File: src/rtl/irq_conditioner.sv
// irq_conditioner: front end for raw external interrupt lines, feeding the core's IRQ inputs.
// Each line passes through these stages:
//   - 2-FF synchroniser
//   - debounce filter
//   - selectable edge detector
//   - pending latch
//   - enable mask
// Firmware reads and clears status through a four-word register window on the native CPU bus.
//
// Ports:
//   clk, resetn      system clock, synchronous active-low reset
//   irq_in           raw asynchronous interrupt pins
//   sel              register window selected by the address decoder
//   mem_valid        bus request valid
//   mem_addr         byte address in window (word index = [3:2])
//   mem_wstrb        write strobes; all zero means read
//   mem_wdata        write data
//   mem_rdata        read data, valid while mem_ready, else 0
//   mem_ready        one-cycle transfer-complete pulse
//   irq_out          registered, masked interrupt requests
//
// Register map (word index):
//   0 ENABLE    rw
//   1 PENDING   read, write-1-to-clear
//   2 LEVEL     ro
//   3 EDGE_SEL  rw, 1 = falling
module irq_conditioner #(
    parameter int unsigned N_IRQ    = 3,
    parameter int unsigned DEBOUNCE = 16,
    parameter int unsigned CNT_W    = 16
) (
    input  logic             clk,
    input  logic             resetn,
    input  logic [N_IRQ-1:0] irq_in,
    input  logic             sel,
    input  logic             mem_valid,
    input  logic [3:0]       mem_addr,
    input  logic [3:0]       mem_wstrb,
    input  logic [31:0]      mem_wdata,
    output logic [31:0]      mem_rdata,
    output logic             mem_ready,
    output logic [N_IRQ-1:0] irq_out
);

    localparam logic [CNT_W-1:0] CntMax = CNT_W'(DEBOUNCE - 1);

    localparam logic [1:0] AddrEnable  = 2'd0;
    localparam logic [1:0] AddrPending = 2'd1;
    localparam logic [1:0] AddrLevel   = 2'd2;
    localparam logic [1:0] AddrEdgeSel = 2'd3;

    logic [N_IRQ-1:0] s1_q, s1_d;
    logic [N_IRQ-1:0] s2_q, s2_d;
    logic [N_IRQ-1:0] stable_q, stable_d;
    logic [N_IRQ-1:0] stable_dly_q, stable_dly_d;
    logic [CNT_W-1:0] cnt_q [N_IRQ];
    logic [CNT_W-1:0] cnt_d [N_IRQ];
    logic [N_IRQ-1:0] pending_q, pending_d;
    logic [N_IRQ-1:0] enable_q, enable_d;
    logic [N_IRQ-1:0] edge_sel_q, edge_sel_d;
    logic [N_IRQ-1:0] irq_out_q, irq_out_d;
    logic [31:0]      rdata_q, rdata_d;
    logic             ready_q, ready_d;

    logic [N_IRQ-1:0] edge_det;
    logic [N_IRQ-1:0] pend_clr;
    logic [31:0]      rd_word;
    logic [1:0]       word;
    logic             accept;
    logic             is_write;
    logic             wr_en;

    // Address byte offset and upper data bits are architecturally ignored.
    logic unused_bits;
    assign unused_bits = ^{mem_wdata[31:N_IRQ], mem_addr[1:0]};

    // Synchroniser and debounce: a level change is accepted only after s2 has
    // disagreed with the stable level for DEBOUNCE consecutive cycles.
    always_comb begin
        s1_d     = irq_in;
        s2_d     = s1_q;
        stable_d = stable_q;
        for (int i = 0; i < N_IRQ; i++) begin
            cnt_d[i] = cnt_q[i];
            if (s2_q[i] == stable_q[i]) begin
                cnt_d[i] = '0;
            end else if (cnt_q[i] == CntMax) begin
                stable_d[i] = s2_q[i];
                cnt_d[i]    = '0;
            end else begin
                cnt_d[i] = cnt_q[i] + 1'b1;
            end
        end
    end

    assign stable_dly_d = stable_q;
    assign edge_det     = (stable_q & ~stable_dly_q & ~edge_sel_q) |
                          (~stable_q & stable_dly_q & edge_sel_q);

    // Bus decode; mem_ready low between transfers blocks back-to-back acceptance.
    assign word     = mem_addr[3:2];
    assign accept   = sel & mem_valid & ~ready_q;
    assign is_write = |mem_wstrb;
    assign wr_en    = accept & is_write & mem_wstrb[0];

    always_comb begin
        rd_word = '0;
        unique case (word)
            AddrEnable:  rd_word[N_IRQ-1:0] = enable_q;
            AddrPending: rd_word[N_IRQ-1:0] = pending_q;
            AddrLevel:   rd_word[N_IRQ-1:0] = stable_q;
            AddrEdgeSel: rd_word[N_IRQ-1:0] = edge_sel_q;
        endcase
    end

    always_comb begin
        enable_d   = enable_q;
        edge_sel_d = edge_sel_q;
        pend_clr   = '0;
        if (wr_en) begin
            unique case (word)
                AddrEnable:  enable_d   = mem_wdata[N_IRQ-1:0];
                AddrPending: pend_clr   = mem_wdata[N_IRQ-1:0];
                AddrLevel:   ;
                AddrEdgeSel: edge_sel_d = mem_wdata[N_IRQ-1:0];
            endcase
        end
        // A new edge in the same cycle as a clear keeps the line pending.
        pending_d = (pending_q & ~pend_clr) | edge_det;
        irq_out_d = pending_q & enable_q;
        ready_d   = accept;
        rdata_d   = (accept && !is_write) ? rd_word : '0;
    end

    always_ff @(posedge clk) begin
        if (!resetn) begin
            s1_q         <= '0;
            s2_q         <= '0;
            stable_q     <= '0;
            stable_dly_q <= '0;
            for (int i = 0; i < N_IRQ; i++) begin
                cnt_q[i] <= '0;
            end
            pending_q    <= '0;
            enable_q     <= '0;
            edge_sel_q   <= '0;
            irq_out_q    <= '0;
            rdata_q      <= '0;
            ready_q      <= 1'b0;
        end else begin
            s1_q         <= s1_d;
            s2_q         <= s2_d;
            stable_q     <= stable_d;
            stable_dly_q <= stable_dly_d;
            for (int i = 0; i < N_IRQ; i++) begin
                cnt_q[i] <= cnt_d[i];
            end
            pending_q    <= pending_d;
            enable_q     <= enable_d;
            edge_sel_q   <= edge_sel_d;
            irq_out_q    <= irq_out_d;
            rdata_q      <= rdata_d;
            ready_q      <= ready_d;
        end
    end

    assign mem_rdata = rdata_q;
    assign mem_ready = ready_q;
    assign irq_out   = irq_out_q;

endmodule

File: config.mk
export PLATFORM = sky130hd
export DESIGN_NAME = irq_conditioner
export DESIGN_NICKNAME = d
export VERILOG_FILES = /design/src/rtl/irq_conditioner.sv
export SDC_FILE = /design/constraint.sdc
export NUM_CORES = 1
export LEC_CHECK = 0
export CAP_MARGIN = 20
export CELL_PAD_IN_SITES_DETAIL_PLACEMENT = 1
export CELL_PAD_IN_SITES_GLOBAL_PLACEMENT = 1
export CORE_MARGIN = 1
export CORE_UTILIZATION = 40
export CTS_CLUSTER_DIAMETER = 80
export DETAILED_ROUTE_END_ITERATION = 10
export GPL_TIMING_DRIVEN = 0
export HOLD_SLACK_MARGIN = 0.1
export PLACE_DENSITY = 0.87
export SYNTH_ARGS = -nofsm -noshare
export SYNTH_HDL_FRONTEND = slang
export SYNTH_SLANG_ARGS = --single-unit
File: constraint.sdc
create_clock -name clk -period 3.9 [get_ports clk]
set_input_delay 0.39 -clock clk [delete_from_list [all_inputs] [get_ports clk]]
set_output_delay 0.39 -clock clk [all_outputs]
set_load 0.1 [all_outputs]
==> impl.org <==
** Outcome
- Status :: finished clean

** Clock network
- The H-tree generated during clock tree synthesis spans 3 levels.
- After clock tree synthesis, the setup repair step added 0 buffers.
- Clock-pin slew on the worst setup and hold paths :: 80 ps
- Maximum buffer depth of the clock tree :: 2
- Cts bufs inserted :: 9
- For this design, the sink count on the clock tree is 76.
- Clock Latency Late Sink :: approximately 340 ps
- Quantity of gates resized following cts :: 0
- Buffer cell driving the clock tree root :: clkbuf_8
- Hold-fix buffers, CTS :: 0
- TritonCTS clock tree :: built

** Layout
- Commonest non-fill, non-tap cell in the layout :: dfxtp_1
- Commonest cells after routing, fill and taps aside :: dfxtp_1 (76), nor2_1 (56), xnor2_1 (34)
- After routing the design area is 0.00409 mm².
- Fill cells in the final layout number 980.
- Diode count :: 0
- Cells with a size suffix above 1 make up 15.2% of the layout.
- NumNets Final :: 479
- Layout area overhead :: 19.2%

** Routing
- The detail route stage leaves a number of antenna-violating nets equal to 0.
- Routed wire length :: 7.57 mm
- Number of design rule violations left after detail routing :: 0
- DR vias :: 2651
- Total iterations of the first detailed-routing run :: 4
- Detailed router's first-iteration violation count :: 48
- Dividing the detail-routed via count by the number of cells gives 4.92.
- Avg WL per Cell :: ~14 µm

** Floorplanning
- Area of the die :: 0.00894 mm²
- 83 I/O pins were placed.
- Overall die height :: 94.6 µm
- Placeable Area :: 0.00826 mm²
- The initial utilization of the core area, before any placement, comes to around two fifths.
- Horizontal extent of the die :: 94.6 µm
- Cell row count :: 33

** Yosys
- The average instance in the mapped netlist occupies between 9 and 10 µm².
- Of the total synthesized cell area, the portion taken by AND, OR, NAND and NOR gates is 28.4%.
- Cell types occupying the most area after synthesis :: dfxtp_1 (44%), xnor2_1 (8.7%), buf_4 (6.6%), nor2_1 (6.1%), xor2_1 (2.8%)
- Largest family of logic cells by synthesized area :: simple AND/OR/NAND/NOR gates
- Adder and majority gate portion of the synthesized area :: 1.10%
- Of the total synthesized cell area, the portion taken by XOR and XNOR cells is 11.5%.
- The synthesized design spends more area on one cell type than any other, namely dfxtp_1.
- In this run, synthesis produced a sequential element count of 76.
- Yosys printed 0 warnings.
- Share of synthesized area occupied by flip-flops and latches :: 44.4%
- Multiplexer cells account for 3.72% of the synthesized area.
- The cell count after synthesis came out at 368.
- The number of different library cells used by synthesis comes to 32.
- Area share of the leading cell type in the synthesized netlist :: between 40% and 50%
- In this run the cell area of the synthesized design comes to 0.00343 mm².
- Compound-Gate Fraction of Synth Area :: 1.97%

** Placement
- Worst slack, placed :: approximately 1800 ps
- Final Wtd Congestion :: 0.806
- Once placement finished, the instance area stood at 0.00388 mm².
- Port Buffer Count :: 22
- Detailed placement ended at an HPWL of 5.28 mm.

** GRT
- After global routing the overflow that remains totals 0.
- Pin count of the biggest net entering global routing :: 13
- Number of antenna violations at the first check in global routing :: 0
- Via count of the first global-routing pass :: 2625
- In the global route stage, overall resource usage came out at 17.6%.
- The first global-routing pass estimated 12.2 mm of wire.

** Critical path
- The setup path with the least slack is of type reg2out.
- Tracing the worst setup path back leads to its startpoint at mem_ready.
- The endpoint identified for the worst register-to-register timing path is cnt_q[0][36].
- Counting both buffers and inverters, the worst setup path holds a total of 1.
- The worst setup path is captured at a primary output.
- The signal on the critical path passes through clkdlybuf4s50_1.
- Of all nets on the critical path, the largest fanout is 3.
- Slowest cell on crit path :: clkdlybuf4s50_1
- Setup slack, reg-to-reg :: approximately 2100 ps
- Data required, critical path :: 3510 ps
- Gate family responsible for the most delay along the worst path :: buffers and inverters
- The worst setup path is launched from a flip-flop.
- Worst EP arrival :: 1810 ps
- In this run the critical register-to-register path is launched from cnt_q[0][32].
- For this run, the slowest stage of the critical path takes roughly 1100 ps.
- Measured in cells, the most critical reg-to-reg path has a length of 6.

** Hold path
- Hold Crit Depth :: 1
- The worst hold path terminates at s2_q[1].
- In this run the most critical hold path is launched from s1_q[1].
- Path category of the worst min-delay check :: reg2reg

** STA
- After layout, the worst setup slack is 1700 ps.
- Setup violations remaining at the end of the flow were counted as 0.
- At the pin with the least slew margin, the transition time is 982 ps.
- The worst path uses 56.5% of the clock period.
- Worst slew margin relative to its limit :: 34.3%
- Fmax :: 454 MHz
- Number of hold violations in the final report :: 0
- The number of max-slew violations in the final report is 0.
- Setup repair after global routing left no endpoint under its margin.
- Setup TNS after final layout :: 0 ps
- On the final layout, the worst hold slack is 435 ps.
- Between clock sinks in the finished design, the worst skew comes to 7.36 ps.
- The smallest clock period supported by the final layout is computed as 2200 ps.

** Run
- Reported max-cap violation count :: 0

** Power
- The worst-case IR drop observed on VDD is 0.000185 V.
- In this run the power density over the cells is about 400 mW/mm².
- Leakage power figure :: 1.50 nW
where the power goes:
| part | internal (mW) | leakage [nW] | switching, mW |
|---|---|---|---|
| combinational | 0.0430 | 0.788 | 0.149 |
| sequential | 0.780 | 0.614 | 0.00318 |
| clock | 0.329 | 0.102 | 0.287 |
| total | 1.15 | 1.50 | 0.439 |
metal layers:
metal	wire (µm)	global-route usage [%]	share of wire, %	vias to the layer above
met5	0	0	0	-
met4	138	7.83	1.8	0
met1	3290	19.8	43	1275
met3	240	3.46	3.2	14
li1	-	-	-	1312
met2	3900	32.0	52	50
flip-flops by register name, indices dropped and copies added (netlist names):
name and flops:
irq_out 3, cnt_q 48, stable_dly_d 3, mem_ready 1, stable_dly_q 3, edge_sel_q 3
enable_q 3, pending_q 3, s1_q 3, s2_q 3, mem_rdata 3
cell families after synthesis:
group,Yosys count
compound gates,12
xor+xnor,45
fa+ha+maj,3
buf+inv,50
flops,76
mux,9
other cells,1
simple gates,172
stage by stage:
stage	utilization [%]	std cells	power, mW
final	49.5	539	1.59
after global routing	49.5	539	1.64
after CTS	49.5	539	1.60
after detailed placement	47.0	523	0.992
after global placement	47.0	523	0.990
after floorplan	-	396	0.965
worst max-delay path by stage:
stage | endpoint | cells after the start
after floorplan | edge_sel_q[0] | 5
after detailed placement | cnt_q[0][34] | 4
final | mem_ready | 1
after global placement | cnt_q[0][34] | 4
after CTS | mem_ready | 1
after global routing | mem_ready | 1
area by class of cell:
| class | count | area (µm²) | area share (%) |
|---|---|---|---|
| plain buffers | 36 | 250 | 6.12 |
| clock inverters | 4 | 47.5 | 1.16 |
| inverters | 14 | 52.6 | 1.29 |
| clock buffers | 12 | 155 | 3.80 |
| well taps | 105 | 131 | 3.21 |
| repair buffers | 22 | 220 | 5.39 |
| flip-flops and latches | 76 | 1520 | 37.2 |
| multi-input cells | 270 | 1710 | 41.8 |
Yosys cell counts:
master	n
dfxtp_1	76
nor2_1	56
xnor2_1	34
buf_4	30
nand2_1	15
nand3_1	15
inv_1	14
nor4_1	14
nor3_1	12
and3_1	11
nand4_1	11
xor2_1	11
and2_1	9
nor2b_1	7
nor4_2	7
mux2i_1	6
o21ai_0	6
nand3_2	5
clkbuf_1	4
a21boi_0	3
a21oi_1	3
ha_1	3
mux4_2	3
and4b_1	2
buf_2	2
nand4_4	2
nor2_2	2
and4_1	1
conb_1	1
nand3b_1	1
nand4b_1	1
nor3b_1	1
No activity file was read; power rests on OpenSTA's default activity.
